$ cat src/rtl/adder_pkg.sv
// Shared constants and elaboration helpers for the pipelined wide adder.
package adder_pkg;

    localparam int unsigned DEFAULT_WIDTH = 16;
    localparam int unsigned DEFAULT_CHUNK = 4;

    // Pipeline depth: one register stage per CHUNK-bit slice of the carry chain.
    function automatic int unsigned num_stages(input int unsigned width, input int unsigned chunk);
        return width / chunk;
    endfunction

    function automatic bit chunking_ok(input int unsigned width, input int unsigned chunk);
        return (chunk != 0) && (width >= chunk) && ((width % chunk) == 0);
    endfunction

endpackage

$ cat src/rtl/adder_chunk_stage.sv
// Combinational CHUNK-bit ripple slice; also exposes the carry into its MSB for overflow.
module adder_chunk_stage
    import adder_pkg::*;
#(
    parameter int unsigned CHUNK = DEFAULT_CHUNK
) (
    input  logic [CHUNK-1:0] a,
    input  logic [CHUNK-1:0] b,
    input  logic             cin,
    output logic [CHUNK-1:0] sum,
    output logic             cout,
    output logic             cmsb
);

    logic [CHUNK:0] carry;

    always_comb begin
        carry    = '0;
        sum      = '0;
        carry[0] = cin;
        for (int i = 0; i < int'(CHUNK); i++) begin
            sum[i]       = a[i] ^ b[i] ^ carry[i];
            carry[i + 1] = (a[i] & b[i]) | (carry[i] & (a[i] ^ b[i]));
        end
    end

    assign cout = carry[CHUNK];
    assign cmsb = carry[CHUNK-1];

endmodule

$ cat src/rtl/pipelined_nbit_adder.sv
// WIDTH-bit add/subtract with carry/borrow-in, carry chain cut into CHUNK-bit
// register stages, one beat per cycle under valid/ready flow control.
module pipelined_nbit_adder
    import adder_pkg::*;
#(
    parameter int unsigned WIDTH = DEFAULT_WIDTH,
    parameter int unsigned CHUNK = DEFAULT_CHUNK
) (
    input  logic             clk,
    input  logic             rst,
    input  logic             in_valid,
    output logic             in_ready,
    input  logic [WIDTH-1:0] in1,
    input  logic [WIDTH-1:0] in2,
    input  logic             ic,
    input  logic             sub,
    output logic             out_valid,
    input  logic             out_ready,
    output logic [WIDTH-1:0] out,
    output logic             oc,
    output logic             ovf
);

    localparam int unsigned     STAGES     = num_stages(WIDTH, CHUNK);
    localparam logic [WIDTH-1:0] CHUNK_MASK = WIDTH'({CHUNK{1'b1}});

    if (!chunking_ok(WIDTH, CHUNK)) begin : g_bad_cfg
        $error("pipelined_nbit_adder: WIDTH must be a non-zero multiple of CHUNK");
    end

    logic             adv;
    logic             accept;
    logic [WIDTH-1:0] b_eff;
    logic             cin_eff;

    // Per-stage inputs (from ports for stage 0, else from the previous stage registers)
    logic [WIDTH-1:0] st_a     [STAGES];
    logic [WIDTH-1:0] st_b     [STAGES];
    logic             st_cin   [STAGES];
    logic             st_sub   [STAGES];
    logic             st_valid [STAGES];

    logic [CHUNK-1:0] sum_c    [STAGES];
    logic             cout_c   [STAGES];
    logic             cmsb_c   [STAGES];
    logic [WIDTH-1:0] nxt_word [STAGES];

    // Stage registers: word_q holds finished sum chunks below the operand-A chunks still pending
    logic [WIDTH-1:0] word_q   [STAGES];
    logic [WIDTH-1:0] b_q      [STAGES];
    logic             carry_q  [STAGES];
    logic             sub_q    [STAGES];
    logic             valid_q  [STAGES];
    logic             oc_q;
    logic             ovf_q;

    assign adv      = !out_valid || out_ready;
    assign in_ready = adv && !rst;
    assign accept   = in_valid && in_ready;
    assign b_eff    = sub ? ~in2 : in2;
    assign cin_eff  = ic ^ sub;

    for (genvar k = 0; k < STAGES; k++) begin : g_stage
        if (k == 0) begin : g_first
            assign st_a[k]     = in1;
            assign st_b[k]     = b_eff;
            assign st_cin[k]   = cin_eff;
            assign st_sub[k]   = sub;
            assign st_valid[k] = accept;
        end else begin : g_next
            assign st_a[k]     = word_q[k-1];
            assign st_b[k]     = b_q[k-1];
            assign st_cin[k]   = carry_q[k-1];
            assign st_sub[k]   = sub_q[k-1];
            assign st_valid[k] = valid_q[k-1];
        end

        adder_chunk_stage #(.CHUNK(CHUNK)) u_chunk (
            .a    (st_a[k][k*CHUNK +: CHUNK]),
            .b    (st_b[k][k*CHUNK +: CHUNK]),
            .cin  (st_cin[k]),
            .sum  (sum_c[k]),
            .cout (cout_c[k]),
            .cmsb (cmsb_c[k])
        );

        assign nxt_word[k] = (st_a[k] & ~(CHUNK_MASK << (k*CHUNK)))
                           | (WIDTH'(sum_c[k]) << (k*CHUNK));
    end

    // Whole pipeline advances together; bubbles hold in place during a stall
    always_ff @(posedge clk) begin
        if (rst) begin
            for (int k = 0; k < int'(STAGES); k++) begin
                word_q[k]  <= '0;
                b_q[k]     <= '0;
                carry_q[k] <= 1'b0;
                sub_q[k]   <= 1'b0;
                valid_q[k] <= 1'b0;
            end
            oc_q  <= 1'b0;
            ovf_q <= 1'b0;
        end else if (adv) begin
            for (int k = 0; k < int'(STAGES); k++) begin
                word_q[k]  <= nxt_word[k];
                b_q[k]     <= st_b[k];
                carry_q[k] <= cout_c[k];
                sub_q[k]   <= st_sub[k];
                valid_q[k] <= st_valid[k];
            end
            oc_q  <= cout_c[STAGES-1] ^ st_sub[STAGES-1];
            ovf_q <= cmsb_c[STAGES-1] ^ cout_c[STAGES-1];
        end
    end

    assign out       = word_q[STAGES-1];
    assign out_valid = valid_q[STAGES-1];
    assign oc        = oc_q;
    assign ovf       = ovf_q;

endmodule

$ cat config.mk
export PLATFORM = sky130hd
export DESIGN_NAME = pipelined_nbit_adder
export DESIGN_NICKNAME = d
export VERILOG_FILES = /design/src/rtl/adder_pkg.sv /design/src/rtl/adder_chunk_stage.sv /design/src/rtl/pipelined_nbit_adder.sv
export SDC_FILE = /design/constraint.sdc
export NUM_CORES = 1
export LEC_CHECK = 0
export ABC_AREA = 1
export BUFFER_PORTS_ARGS = -buffer_cell sky130_fd_sc_hd__buf_2
export CAP_MARGIN = 20
export CORE_ASPECT_RATIO = 0.7
export CORE_MARGIN = 5
export CORE_UTILIZATION = 35
export DETAILED_ROUTE_END_ITERATION = 16
export GPL_ROUTABILITY_DRIVEN = 0
export MAX_ROUTING_LAYER = met4
export SLEW_MARGIN = 20
export SYNTH_ARGS = -nofsm -noshare
export SYNTH_HDL_FRONTEND = slang
export SYNTH_SLANG_ARGS = --single-unit
$ cat constraint.sdc
create_clock -name clk -period 5.69 [get_ports clk]
set_input_delay 1.4225 -clock clk [delete_from_list [all_inputs] [get_ports clk]]
set_output_delay 1.4225 -clock clk [all_outputs]
set_load 0.03 [all_outputs]
==> impl_results.html <==
<table>
<tr><th>Metric</th><th>Value</th></tr>
<tr><th colspan="2">Run status</th></tr>
<tr><td>Result of the run</td><td>finished, final reports clean</td></tr>
<tr><th colspan="2">Clocking</th></tr>
<tr><td>Number of sinks driven by the clock tree</td><td>100</td></tr>
<tr><td>Clock edge transition at the registers on the reported setup and hold paths</td><td>60 ps</td></tr>
<tr><td>Hold-fix buffers at CTS</td><td>0</td></tr>
<tr><td>Bufs on Longest Clock Path</td><td>2</td></tr>
<tr><td>Root Buffer</td><td>sky130_fd_sc_hd__clkbuf_16</td></tr>
<tr><td>Number of clock buffers inserted by TritonCTS</td><td>9</td></tr>
<tr><td>Post-CTS setup repair buffer count</td><td>0</td></tr>
<tr><td>TritonCTS clock tree</td><td>done</td></tr>
<tr><td>Clock latency at the later pin of the worst-skew pair</td><td>330 ps</td></tr>
<tr><td>Post-cts sizing count</td><td>0</td></tr>
<tr><td>H-tree depth reported by CTS</td><td>3</td></tr>
<tr><th colspan="2">Run</th></tr>
<tr><td># Max-Cap Violations</td><td>0</td></tr>
<tr><th colspan="2">Global routing</th></tr>
<tr><td>M3 GR Usage</td><td>2.67%</td></tr>
<tr><td>GRT met2 Usage</td><td>15.5%</td></tr>
<tr><td>GRT Max-Usage Layer</td><td>met2</td></tr>
<tr><td>Global routing usage on met1</td><td>9.92%</td></tr>
<tr><td>Total GRT Usage</td><td>9.09%</td></tr>
<tr><td>Antenna violations before repair</td><td>0</td></tr>
<tr><td>Number of global-route vias before repair</td><td>2270</td></tr>
<tr><td>Global-route wire length before repair</td><td>10.2 mm</td></tr>
<tr><td>Largest net degree at the start of global routing</td><td>99</td></tr>
<tr><td>GR Overflow Total</td><td>0</td></tr>
<tr><th colspan="2">Logic synthesis</th></tr>
<tr><td>Portion of the post-synthesis area used by sequential elements</td><td>68.3%</td></tr>
<tr><td>Gate Count Post-Synth</td><td>365</td></tr>
<tr><td>Post-Synthesis Net Count</td><td>419</td></tr>
<tr><td>Share of flip-flops with an asynchronous set or reset</td><td>0%</td></tr>
<tr><td>Most area-consuming cells after synthesis</td><td>sky130_fd_sc_hd__edfxtp_1, sky130_fd_sc_hd__inv_1, sky130_fd_sc_hd__nor2_1, sky130_fd_sc_hd__fa_1, sky130_fd_sc_hd__xnor2_1</td></tr>
<tr><td>Post-Synthesis Cell Area</td><td>0.00437 mm2</td></tr>
<tr><td>Mean Syn Cell Area</td><td>12.0 um2</td></tr>
<tr><td>Most used flip-flop cell after synthesis</td><td>sky130_fd_sc_hd__edfxtp_1</td></tr>
<tr><td>Most repeated cell in the gate-level netlist after synthesis</td><td>sky130_fd_sc_hd__inv_1</td></tr>
<tr><td>Number of warnings printed during yosys synthesis</td><td>0</td></tr>
<tr><td>Area share of the largest cell type after synthesis</td><td>67.4%</td></tr>
<tr><td>Library cell with the largest summed area after synthesis</td><td>sky130_fd_sc_hd__edfxtp_1</td></tr>
<tr><td>Cell variety after synth</td><td>13</td></tr>
<tr><td>Most common library cells after synthesis</td><td>sky130_fd_sc_hd__inv_1, sky130_fd_sc_hd__nor2_1, sky130_fd_sc_hd__edfxtp_1</td></tr>
<tr><td>Count of state elements after synthesis</td><td>100</td></tr>
<tr><td>Post-synth EDFFs</td><td>98</td></tr>
<tr><th colspan="2">Die</th></tr>
<tr><td>Number of top-level design ports</td><td>58</td></tr>
<tr><td>Die Ht</td><td>103 um</td></tr>
<tr><td>Floorplan die width</td><td>144 um</td></tr>
<tr><td>Core Area</td><td>0.0123 mm2</td></tr>
<tr><td>Std cell rows</td><td>34</td></tr>
<tr><td>Starting Density</td><td>35.4%</td></tr>
<tr><td>Overall die area</td><td>0.0148 mm2</td></tr>
<tr><th colspan="2">Placement</th></tr>
<tr><td>Quantity of I/O buffers inserted on ports</td><td>57</td></tr>
<tr><td>HPWL after detailed placement</td><td>3.93 mm</td></tr>
<tr><td>Worst setup slack before clock tree synthesis</td><td>1730 ps</td></tr>
<tr><td>Total placed cells including tap cells</td><td>574</td></tr>
<tr><th colspan="2">Power and ir drop</th></tr>
<tr><td>Power density relative to cell area</td><td>326 mW/mm2</td></tr>
<tr><td>Leakage power</td><td>0.00228 uW</td></tr>
<tr><td>Peak ir drop on the vdd network</td><td>0.000142 V</td></tr>
<tr><th colspan="2">Detailed routing</th></tr>
<tr><td>Drt drc</td><td>0</td></tr>
<tr><td>DRT iter0 DRCs</td><td>96</td></tr>
<tr><td>Total number of vias</td><td>2320</td></tr>
<tr><td>Wirelength, routed</td><td>6.13 mm</td></tr>
<tr><td>Per-cell via count in the routed design</td><td>3.93</td></tr>
<tr><td>DRT Pass-1 Iters</td><td>4</td></tr>
<tr><td>Post-detailed-route count of antenna-violating nets</td><td>0</td></tr>
<tr><td>WL per Instance</td><td>10.4 um</td></tr>
<tr><th colspan="2">STA</th></tr>
<tr><td>Number of setup violations in the final report</td><td>0</td></tr>
<tr><td>Clock tree skew after final layout</td><td>5.05 ps</td></tr>
<tr><td>Fin crit share</td><td>63.2%</td></tr>
<tr><td>Post-route setup slack</td><td>2100 ps</td></tr>
<tr><td>Actual transition at the worst max-transition pin</td><td>964 ps</td></tr>
<tr><td>Worst max-slew margin expressed relative to the limit</td><td>35.7%</td></tr>
<tr><td>Fmax</td><td>278 MHz</td></tr>
<tr><td>Final Hold Slack</td><td>479 ps</td></tr>
<tr><td>Unrepaired setup endpoints after global routing</td><td>no</td></tr>
<tr><td>Final number of max-transition violations</td><td>0</td></tr>
<tr><td>Setup tns final</td><td>0 ps</td></tr>
<tr><td>Final Hold Fails</td><td>0</td></tr>
<tr><td>Min Clock Period, post-route</td><td>3590 ps</td></tr>
<tr><th colspan="2">Cells and area</th></tr>
<tr><td>Final instance count without filler cells</td><td>590</td></tr>
<tr><td>Area added between synthesis and finish</td><td>17.1%</td></tr>
<tr><td>Number of nets in the layout</td><td>477</td></tr>
<tr><td>Number of antenna repair diodes</td><td>0</td></tr>
<tr><td>Layout cells sized above 1</td><td>17.1%</td></tr>
<tr><th colspan="2">Critical path</th></tr>
<tr><td>Crit-path slowest cell</td><td>sky130_fd_sc_hd__buf_2</td></tr>
<tr><td>CP Max Fanout</td><td>18</td></tr>
<tr><td>Startpoint type of the worst setup path</td><td>primary input</td></tr>
<tr><td>Kind of critical path</td><td>in2reg</td></tr>
<tr><td>Endpoint arrival time on the critical path</td><td>3640 ps</td></tr>
<tr><td>Crit path buf inv count</td><td>5</td></tr>
<tr><td>Sort of element at the end of the critical path</td><td>register</td></tr>
<tr><td>Delay of the slowest cell on the worst path</td><td>410 ps</td></tr>
<tr><td>Required time at the worst-slack endpoint</td><td>5740 ps</td></tr>
<tr><td>Family of cells with the greatest summed delay on the critical path</td><td>adder cells</td></tr>
<tr><td>Sequence of cells on the critical path</td><td>buf_2 -&gt; xnor2_1 -&gt; fa_1 -&gt; inv_1 -&gt; fa_1 -&gt; inv_1 -&gt; fa_1 -&gt; inv_1 -&gt; fa_1 -&gt; inv_1 -&gt; nor2_1</td></tr>
<tr><th colspan="2">Hold path</th></tr>
<tr><td>HP Class</td><td>reg2reg</td></tr>
</table>
==> cells in the final DEF, fill, tap and decap left out <==
cell type	netlist	layout
sky130_fd_sc_hd__xnor2_1	15	15
sky130_fd_sc_hd__nor2_1	99	99
sky130_fd_sc_hd__fa_1	16	16
sky130_fd_sc_hd__nand2_4	0	1
sky130_fd_sc_hd__dfxtp_1	2	2
sky130_fd_sc_hd__clkinv_1	0	1
sky130_fd_sc_hd__nand3_1	2	2
sky130_fd_sc_hd__inv_6	0	1
sky130_fd_sc_hd__edfxtp_1	98	98
sky130_fd_sc_hd__bufinv_16	0	2
sky130_fd_sc_hd__buf_4	5	2
sky130_fd_sc_hd__clkbuf_1	0	3
sky130_fd_sc_hd__buf_2	7	57
sky130_fd_sc_hd__o21ai_4	1	1
sky130_fd_sc_hd__clkbuf_16	0	9
sky130_fd_sc_hd__xor2_1	2	2
sky130_fd_sc_hd__a21oi_1	1	1
sky130_fd_sc_hd__nand2_1	11	10
sky130_fd_sc_hd__inv_1	106	106
==> logic make-up after synthesis <==
kind of cell | after synthesis | synth area share [%]
simple gates | 112 | 9.68
buf+inv | 118 | 10.8
compound gates | 2 | 0.487
flops | 100 | 68.3
fa+ha+maj | 16 | 7.34
xor+xnor | 17 | 3.41
==> flip-flops by register name, indices dropped and copies added, names as in the netlist <==
name and count:
valid_q 4, carry_q 3, b_q 24, ovf 1, word_q 64, oc 1
sub_q 3
==> per-layer routing <==
| layer | vias to the layer above | wire (um) | part of all wire [%] |
|---|---|---|---|
| met1 | 1071 | 2630 | 43 |
| li1 | 1200 | - | - |
| met5 | - | 0 | 0 |
| met3 | 8 | 267 | 4.4 |
| met2 | 41 | 3140 | 51 |
| met4 | 0 | 95 | 1.6 |
==> layout make-up <==
cell class                 instances  area, um2
fill                            1186       7220
sequential                       100       2980
multi-input combinational        147        921
inverter                         106        398
timing repair buffer              59        300
clock buffer                      12        236
tap                              162        203
clock inverter                     4       72.6
==> tightest hold or removal path: stages, from the launching register on <==
cell and delay (ps):
sky130_fd_sc_hd__dfxtp_1 310, sky130_fd_sc_hd__nand3_1 70, sky130_fd_sc_hd__nand2_1 50
==> metrics by stage <==
| step | cell area (um2) | power (uW) | util [%] |
|---|---|---|---|
| 2_1_floorplan | 4370 | 1010 | - |
| 3_3_place_gp | 4800 | 1050 | 38.9 |
| 3_5_place_dp | 4800 | 1050 | 38.9 |
| 4_1_cts | 5110 | 1690 | 41.5 |
| 5_1_grt | 5110 | 1750 | 41.5 |
| 6_report | 5110 | 1670 | 41.5 |
==> path summary, 6_finish.rpt <==
check | from | endpoint | slack (ps) | cells past startpoint
max | sub | word_q[0][3] | 2100 | 11
min | oc | oc | 480 | 2
max reg2reg | b_q[0][44] | ovf | 3180 | 11
min reg2reg | oc | oc | 480 | 2
==> report_power, final <==
part           leakage, uW  switching [uW]  total, uW  internal [uW]
sequential         0.00118            16.3        889            873
combinational     0.000955            90.1        145           55.2
clock             0.000149             249        635            386
(Power assumes the default switching activity.)
